## src/rtl/reg_probe_display.sv

```systemverilog
// reg_probe_display: reads one datapath register over a req/ack debug port and shows it on active-low 7-seg digits
// Ports:
//   clk_i, reset_i      single clock, synchronous active-high reset
//   sw_idx_i            register index to view
//   sw_page_i           page select in manual mode
//   auto_scroll_i       1 = cycle pages automatically
//   rd_req_o, rd_idx_o  debug read request and its index (stable while rd_req_o=1)
//   rd_ack_i, rd_data_i read completion and data (same cycle)
//   hex_o               digit i on hex_o[7*i +: 7], active-low, bit0=a .. bit6=g
//   valid_o             displayed value belongs to the current sw_idx_i
//   err_o               last read timed out
module reg_probe_display #(
  parameter int DATA_W         = 32,
  parameter int IDX_W          = 5,
  parameter int NUM_DIGITS     = 2,
  parameter int SCROLL_CYCLES  = 25_000_000,
  parameter int REFRESH_CYCLES = 5_000_000,
  parameter int TIMEOUT_CYCLES = 1024,
  localparam int PAGES  = DATA_W / (4 * NUM_DIGITS),
  localparam int PAGE_W = PAGES > 1 ? $clog2(PAGES) : 1
) (
  input  logic                    clk_i,
  input  logic                    reset_i,
  input  logic [IDX_W-1:0]        sw_idx_i,
  input  logic [PAGE_W-1:0]       sw_page_i,
  input  logic                    auto_scroll_i,
  output logic                    rd_req_o,
  output logic [IDX_W-1:0]        rd_idx_o,
  input  logic                    rd_ack_i,
  input  logic [DATA_W-1:0]       rd_data_i,
  output logic [7*NUM_DIGITS-1:0] hex_o,
  output logic                    valid_o,
  output logic                    err_o
);
  localparam int SCR_W = $clog2(SCROLL_CYCLES);
  localparam int REF_W = $clog2(REFRESH_CYCLES);
  localparam int TO_W  = $clog2(TIMEOUT_CYCLES);
  localparam int WIN_W = 4 * NUM_DIGITS;
  localparam logic [6:0] FONT [16] = '{
    7'b1000000, 7'b1111001, 7'b0100100, 7'b0110000,
    7'b0011001, 7'b0010010, 7'b0000010, 7'b1111000,
    7'b0000000, 7'b0010000, 7'b0001000, 7'b0000011,
    7'b1000110, 7'b0100001, 7'b0000110, 7'b0001110
  };
  localparam logic [6:0] SEG_E     = 7'b0000110;
  localparam logic [6:0] SEG_DASH  = 7'b0111111;
  localparam logic [6:0] SEG_BLANK = 7'b1111111;

  typedef enum logic {IDLE, REQ} state_e;
  state_e state_q, state_d;

  logic [IDX_W-1:0]        idx_q, idx_d, rd_idx_q, rd_idx_d;
  logic [DATA_W-1:0]       data_q, data_d;
  logic                    rd_req_q, rd_req_d, valid_q, valid_d, err_q, err_d;
  logic                    first_q, first_d;
  logic                    shown_q, shown_d;
  logic [REF_W-1:0]        ref_q, ref_d;
  logic [TO_W-1:0]         wait_q, wait_d;
  logic [SCR_W-1:0]        scr_q, scr_d;
  logic [PAGE_W-1:0]       apage_q, apage_d;
  logic [7*NUM_DIGITS-1:0] hex_q, hex_d;
  logic                    idx_chg, refresh, timeout, go, scr_wrap, page_ok;
  logic [PAGE_W-1:0]       page;
  logic [WIN_W-1:0]        win;

  // first_q forces a read right after reset even when sw_idx_i already equals idx_q
  assign idx_chg  = first_q || (sw_idx_i != idx_q);
  assign refresh  = ref_q == REF_W'(REFRESH_CYCLES - 1);
  assign timeout  = wait_q == TO_W'(TIMEOUT_CYCLES - 1);
  assign go       = idx_chg || refresh;
  assign scr_wrap = scr_q == SCR_W'(SCROLL_CYCLES - 1);

  always_ff @(posedge clk_i)
    if (reset_i) state_q <= IDLE;
    else state_q <= state_d;

  always_comb
    state_d = state_q == IDLE ? (go ? REQ : IDLE) : (rd_ack_i || timeout ? IDLE : REQ);

  always_comb begin
    idx_d    = idx_q;
    rd_idx_d = rd_idx_q;
    rd_req_d = rd_req_q;
    data_d   = data_q;
    valid_d  = valid_q;
    err_d    = err_q;
    first_d  = first_q;
    shown_d  = shown_q;
    ref_d    = ref_q;
    wait_d   = wait_q;
    if (state_q == IDLE) begin
      ref_d = go ? '0 : ref_q + 1'b1;
      if (go) begin
        rd_req_d = 1'b1;
        wait_d   = '0;
        first_d  = 1'b0;
        idx_d    = idx_chg ? sw_idx_i : idx_q;
        rd_idx_d = idx_chg ? sw_idx_i : idx_q;
        valid_d  = idx_chg ? 1'b0 : valid_q;
      end
    end else begin
      ref_d  = '0;
      wait_d = wait_q + 1'b1;
      if (rd_ack_i) begin
        data_d   = rd_data_i;
        rd_req_d = 1'b0;
        err_d    = 1'b0;
        shown_d  = 1'b1;
        // data read for an index the user has since left is kept out of valid
        valid_d  = sw_idx_i == idx_q;
      end else if (timeout) begin
        rd_req_d = 1'b0;
        err_d    = 1'b1;
        valid_d  = 1'b0;
        shown_d  = 1'b1;
      end
    end
  end

  always_comb begin
    scr_d   = !auto_scroll_i || scr_wrap ? '0 : scr_q + 1'b1;
    apage_d = !auto_scroll_i ? '0 :
              !scr_wrap ? apage_q :
              apage_q == PAGE_W'(PAGES - 1) ? '0 : apage_q + 1'b1;
  end

  always_comb begin
    page    = auto_scroll_i ? apage_q : sw_page_i;
    page_ok = auto_scroll_i || int'(sw_page_i) < PAGES;
    win     = WIN_W'(data_q >> (WIN_W * int'(page)));
    hex_d   = '1;
    for (int i = 0; i < NUM_DIGITS; i++)
      hex_d[7*i +: 7] = !shown_q ? SEG_BLANK :
                        err_q    ? SEG_E :
                        !valid_q ? SEG_DASH :
                        !page_ok ? SEG_BLANK : FONT[win[4*i +: 4]];
  end

  always_ff @(posedge clk_i)
    if (reset_i) begin
      idx_q    <= '0;
      rd_idx_q <= '0;
      rd_req_q <= 1'b0;
      data_q   <= '0;
      valid_q  <= 1'b0;
      err_q    <= 1'b0;
      first_q  <= 1'b1;
      shown_q  <= 1'b0;
      ref_q    <= '0;
      wait_q   <= '0;
      scr_q    <= '0;
      apage_q  <= '0;
      hex_q    <= '1;
    end else begin
      idx_q    <= idx_d;
      rd_idx_q <= rd_idx_d;
      rd_req_q <= rd_req_d;
      data_q   <= data_d;
      valid_q  <= valid_d;
      err_q    <= err_d;
      first_q  <= first_d;
      shown_q  <= shown_d;
      ref_q    <= ref_d;
      wait_q   <= wait_d;
      scr_q    <= scr_d;
      apage_q  <= apage_d;
      hex_q    <= hex_d;
    end

  assign rd_req_o = rd_req_q;
  assign rd_idx_o = rd_idx_q;
  assign valid_o  = valid_q;
  assign err_o    = err_q;
  assign hex_o    = hex_q;
endmodule
```

## config.mk

```make
export PLATFORM = sky130hd
export DESIGN_NAME = reg_probe_display
export DESIGN_NICKNAME = d
export VERILOG_FILES = /design/src/rtl/reg_probe_display.sv
export SDC_FILE = /design/constraint.sdc
export NUM_CORES = 1
export LEC_CHECK = 0
export BUFFER_PORTS_ARGS = -buffer_cell sky130_fd_sc_hd__buf_2
export CAP_MARGIN = 5
export CORE_MARGIN = 2
export CORE_UTILIZATION = 60
export DETAILED_ROUTE_END_ITERATION = 12
export MAX_ROUTING_LAYER = met4
export PLACE_DENSITY = 0.91
export SYNTH_ARGS = -nofsm -noshare
export SYNTH_HDL_FRONTEND = slang
export SYNTH_SLANG_ARGS = --single-unit
```

## constraint.sdc

```tcl
create_clock -name clk_i -period 4.4 [get_ports clk_i]
set_input_delay 0.88 -clock clk_i [delete_from_list [all_inputs] [get_ports clk_i]]
set_output_delay 0.88 -clock clk_i [all_outputs]
set_load 0.005 [all_outputs]
```

* Word-level counts from Yosys, hierarchy flattened
Memories as Yosys holds them, arrays and structs flattened. Cells that the tools add are included.
Operators by class: add/subtract/negate cells 4, $mul 0, divide/modulo/power cells 0, magnitude comparators 2, equality and inequality tests 7, shift operators 1, mux-type cells 27, bitwise logic cells 6, reductions and logical operators 19
Operator list (count):
- $mux W7 | 8
- $shr A32 B5 Y8 | 1
- $add A25 B1 Y25 const B | 1
- $eq A25 B25 Y1 const B | 1
- $add A23 B1 Y23 const B | 1
- $eq A23 B23 Y1 const B | 1
- $mux W10 | 2
- $mux W1 | 14
- $add A10 B1 Y10 const B | 1
- $eq A10 B10 Y1 const B | 1
- $ge A5 B5 Y1 const B | 2
- $not A4 Y5 | 2
- $reduce_and A2 Y1 | 4
- $reduce_and A3 Y1 | 2
- $reduce_bool A2 Y1 | 3
- $reduce_or A2 Y1 | 3
- $eq A5 B5 Y1 | 1
- $mux W5 | 1
- $ne A5 B5 Y1 | 1
- $logic_or A1 B1 Y1 | 4
- $mux W2 | 2
- $not A1 Y1 | 4
- $reduce_or A4 Y1 | 1
- $ne A3 B2 Y1 const B | 1
- other kinds (4) | 4
Storage, ports and cells: register bits after elaboration 117, latch bits 0, memory bits (writable) 0, ROM bits 224, output and inout bits 22, memories kept 2
Memories:
- (name not given) | words 16, width 7, rd ports 1, clocked after memory_dff 0, wr ports 0, line 136 | !page_ok ? SEG_BLANK : FONT[win[4*i +: 4]];
- (name not given) | words 16, width 7, rd ports 1, clocked after memory_dff 0, wr ports 0, line 136

* Longest topological paths before layout
depth in word-level cells 8, mapped depth 9, depth with buffers taken out 8

* Worst setup path before layout
Ideal clock, no wire load.
path type input -> register, start input auto_scroll_i, end register hex_q[10] (netlist: hex_o[10]), library setup time 70 ps, arrival time 2856 ps, data required time 4330 ps, setup slack 1474 ps, stages 8, buffers on the path 1, cells stage by stage mux2i_1 -> buf_6 -> mux4_1 -> inv_1 -> ha_1 -> o211ai_1 -> o21ai_0 -> a21oi_1
Between the ends: word-level cells in the longest chain between the ends 8
RTL lines:
- start: declaration | line 26 | input logic auto_scroll_i,
- $mux W2 | line 128 | page = auto_scroll_i ? apage_q : sw_page_i;
- $shr A32 B5 Y8 | line 130 | win = WIN_W'(data_q >> (WIN_W * int'(page)));
- $not A4 Y5 (implied by the code) | line 136
- $mem_v2 Z16 W7
- $mux W7 (implied by the code) (2 in series) | line 136
- $mux W7 | line 135 | !valid_q ? SEG_DASH :
- $mux W7 | line 134 | err_q ? SEG_E :
- end signal: assignment | line 153 | hex_q <= '1;
- end signal: assignment | line 167 | hex_q <= hex_d;
- end: declaration | line 61 | logic [7*NUM_DIGITS-1:0] hex_q, hex_d;
Every way passes these cells. The select of a mux whose other input is x is not followed. A chain may end at the register's enable or synchronous reset.

* Final worst setup path
start input auto_scroll_i, end register hex_q[7] (netlist: hex_o[7])
The elaborated chain is that of the path after synthesis.

==> flow_results.org <==
** Clock network
- After clock tree synthesis, the setup repair step added 0 buffers.
- In this run the deepest clock path goes through 2 buffers.
- Hold Buf Count CTS :: 0
- Clock-pin transition on the worst setup and hold timing paths :: about 0.060 ns
- Post-CTS repair changed the size of 0 cells.
- TritonCTS buffer count :: 17
- Clock network latency to the later pin of the worst-skew pair :: 0.52 ns
- The H-tree was split into 4 levels.
- Cell at the root of the clock tree :: clkbuf_8
- The tree built by TritonCTS fans out to around 120 sinks.
- Clock tree from TritonCTS :: done

** Global route
- The first global-routing pass estimated between 20000 and 25000 um of wire.
- For this run the aggregate overflow at the end of global routing stands at 0.
- Initial antenna violation count :: 0
- The via count of the first global-routing pass came to 4665.
- Largest net degree at the start of global routing :: 37
- Total global-route track usage :: 0.2775

** Timing
- Headroom to the max-slew limit came out at 0.2964.
- Final hold vios :: 0
- Maximum clock rate :: ~0.36 GHz
- Dividing the final minimum period by the clock period gives 0.6363.
- Worst-Margin Slew :: 1.053 ns
- Worst hold-check slack :: between 0.4 and 0.5 ns
- The routed design could run at a clock period as short as 2.800 ns.
- Clock skew :: 0.008379 ns
- Setup violations remaining at the end of the flow were counted as 0.
- Unrepaired setup endpoints after global routing :: no
- Total negative slack for setup checks :: 0 ns
- The final count of pins violating max slew was 0.

** Yosys
- Compound-gate portion of the synthesized area :: 0.09933
- Yosys mapped a number of flops with a built-in enable equal to 0.
- For this run, the register share of the synthesized area comes to 0.4314.
- Basic-gate share of the synthesized area counting and, or, nand and nor cells :: 0.2438
- Counting flops and latches in the post-synthesis netlist gives between 100 and 150.
- Number of warnings reported in the yosys synthesis log :: 0
- Measured against the total synthesized area, the mux share comes to 0.06361.
- Among all flip-flop cells after synthesis, the most frequent one is dfxtp_1.
- Share of flip-flops with an asynchronous set or reset :: 0
- Of the total synthesized cell area, the portion taken by XOR and XNOR cells is 0.08066.
- Post-synth net total :: 694
- Distinct cell type count after synthesis :: 45
- Cells after Synth :: approximately 630
- In this run the cell area of the synthesized design comes to between 0.005 and 0.006 mm^2.
- Of the total synthesized cell area, the portion taken by full adders, half adders and majority gates is 0.04609.
- Dominant combinational cell family by area after synthesis :: simple AND/OR/NAND/NOR gates
- Averaged over all synthesized cells, the footprint is between 8 and 9 um^2.

** Placed design
- Port-buffer cells :: 64
- Placed Instances :: 777
- Weighted congestion reported at the end of routability-driven placement :: between 0.9 and 1
- Post-DP HPWL :: about 8300 um

** Drt
- Dividing the detail-routed via count by the number of cells gives 5.891.
- Post-route ant nets :: 0
- The final route contains between 4000 and 5000 vias.
- Number of optimization iterations in the first detailed-route pass :: 5
- In the routed design, unresolved DRC markers number 0.
- Post-DR wirelength/cell :: 16.12 um
- For this block, the routed nets add up to 13040 um of wire.
- 1st-iter DRT viols :: ~340

** Cells and area
- Number of non-filler instances in the completed layout :: about 810
- In the final layout, flip-flops and latches occupy approximately 0.0023 mm^2.
- Summing all multi-input logic gate instances after layout gives 0.002900 mm^2.
- The library cell used most frequently in the layout, excluding fill and tap cells, is dfxtp_1.
- Proportion of layout cells with a drive suffix above 1 :: 0.1641
- Counting the fill cells in the layout gives 580.
- Final nets :: between 700 and 800
- Most frequent cells in the layout :: dfxtp_1, nand2_1, nor2_1
- Diodes inserted :: 0
- Relative to the synthesized area, the layout overhead comes to 17.84%.

** Setup path
- For flop-to-flop paths, the worst setup slack is ~1.8 ns.
- CP required :: 4.79 ns
- STA classifies the critical path startpoint as a primary input.
- The worst register-to-register path ends at hex_o[7]$_SDFF_PP1_.
- Crit path to :: hex_o[7]$_SDFF_PP1_
- Critical path peak fanout :: 18
- The worst setup path is captured at a flip-flop.
- The most critical setup path has its startpoint at auto_scroll_i.
- Number of cells traversed by the worst register-to-register path :: 6
- The critical path goes through buf_2, mux2i_2, mux4_1, or2_2, a21oi_1, a211o_1, a21oi_1.
- The startpoint identified for the worst register-to-register timing path is apage_q[0]$_SDFFE_PP0N_.
- By instance count, the cell type seen most on the critical path is a21oi_1.
- Critical path class :: in -> reg
- Critical Path Max Stage Delay :: ~0.81 ns
- Arrival time at the worst endpoint :: roughly 3.2 ns
- Cell with the largest stage delay on the worst path :: mux2i_2

** Power and ir drop
- PwrDens :: 421.5 mW/mm^2
- The analysis attributes to cell leakage a power of 2.453 nW.
- Peak supply drop :: approximately 0.25 mV

** Die
- Die footprint :: between 0.009 and 0.01 mm^2
- The floorplan step defined a core boundary enclosing approximately 0.0088 mm^2.
- The die is between 90 and 100 um tall.
- For this configuration, the core starts out at a cell density of 0.6195.
- After floorplanning, the core was divided into 34 placement rows.
- From left edge to right edge, the die measures between 90 and 100 um.
- Count of boundary I/O pins :: 65

** Worst hold path
- The min-delay analysis places its worst path in the category reg -> reg.

** Outcome
- The run finished with clean final reports.

** Run
- Max-cap violations in this run came to 0.
[sequential cells by signal, indices dropped and copies added (netlist names)]
register  count
scr_q        25
valid_o       1
state_q       1
wait_q       10
apage_q       2
data_q       32
shown_q       1
ref_q        23
first_q       1
hex_o        14
rd_idx_o      5
rd_req_o      1
err_o         1
[per-layer routing]
layer	track usage	vias to the layer above	wire length, um
met4	0.1201	0	315
met5	-	-	0
met2	0.4766	205	6572
met1	0.3143	2250	5199
met3	0.05622	35	953
li1	-	2276	-
[how the worst min path moves through the flow]
stage | startpoint | end | slack [ns] | cells after the start
final | rd_req_o$_SDFFE_PP0P_ | rd_req_o$_SDFFE_PP0P_ | 0.45 | 2
after global routing | first_q$_SDFFE_PP1P_ | first_q$_SDFFE_PP1P_ | 0.46 | 1
after CTS | rd_req_o$_SDFFE_PP0P_ | rd_req_o$_SDFFE_PP0P_ | 0.45 | 2
after detailed placement | first_q$_SDFFE_PP1P_ | first_q$_SDFFE_PP1P_ | 0.44 | 1
after global placement | first_q$_SDFFE_PP1P_ | first_q$_SDFFE_PP1P_ | 0.42 | 1
after floorplan | first_q$_SDFFE_PP1P_ | first_q$_SDFFE_PP1P_ | 0.42 | 1
[kinds of logic (layout without fill, tap and decap cells)]
group | count (synthesis) | in the layout
flops | 117 | 117
compound gates | 93 | 93
simple gates | 283 | 283
buf+inv | 46 | 116
mux | 22 | 22
fa+ha+maj | 20 | 20
xor+xnor | 50 | 50
[synth_stat cells (3+ instances only)]
master / n / share of area
nand3b_1: 3 / 0.0041
nor3b_1: 6 / 0.0083
dfxtp_1: 117 / 0.43
nor2b_1: 8 / 0.0092
a31oi_1: 5 / 0.0058
and4_1: 7 / 0.011
nor2_1: 77 / 0.053
o21ai_0: 9 / 0.0083
mux2i_1: 8 / 0.015
nand4_1: 11 / 0.013
and2_1: 4 / 0.0046
o211ai_1: 3 / 0.0041
or2_2: 6 / 0.0069
ha_1: 20 / 0.046
nand2_1: 94 / 0.065
mux4_1: 4 / 0.019
nand3_1: 32 / 0.029
mux4_2: 4 / 0.017
a21o_1: 3 / 0.0041
a21oi_1: 58 / 0.053
clkbuf_1: 25 / 0.017
xnor2_1: 17 / 0.027
or3_1: 3 / 0.0035
xor2_1: 33 / 0.053
inv_1: 17 / 0.012
a211o_1: 3 / 0.0048
and3_1: 6 / 0.0069
mux2_2: 5 / 0.010
nor4_1: 3 / 0.0035
nand2b_1: 3 / 0.0035
nor3_1: 15 / 0.014
[where the power goes]
group          switching [mW]  internal, mW
sequential             0.0214          1.08
clock                   0.492         0.932
combinational          0.0978        0.0715
total                   0.611          2.09
[worst max-delay path: cells and delay by family]
family                 cells  cell delay [ns]
muxes                      2             1.46
buffers and inverters      1             0.13
and+or+nand+nor            1             0.39
AOI/OAI and AO/OA          3             0.33
[cell type report]
class / instances / area share
inverters: 17 / 0.009975
well taps: 108 / 0.02112
multi-input cells: 468 / 0.4534
flip-flops and latches: 117 / 0.3661
repair buffers: 67 / 0.05359
clock inverters: 13 / 0.02836
clock buffers: 19 / 0.06748
[metrics by stage]
stage	area (um^2)	total power, mW	util	setup WS [ns]
2_1_floorplan	5429	1.235	-	1.474
3_3_place_gp	5784	1.277	0.6601	1.250
3_5_place_dp	5784	1.288	0.6601	1.093
4_1_cts	6397	2.696	0.7300	1.644
5_1_grt	6397	2.765	0.7300	1.422
6_report	6397	2.697	0.7300	1.600
No activity file was read; power rests on OpenSTA's default activity.
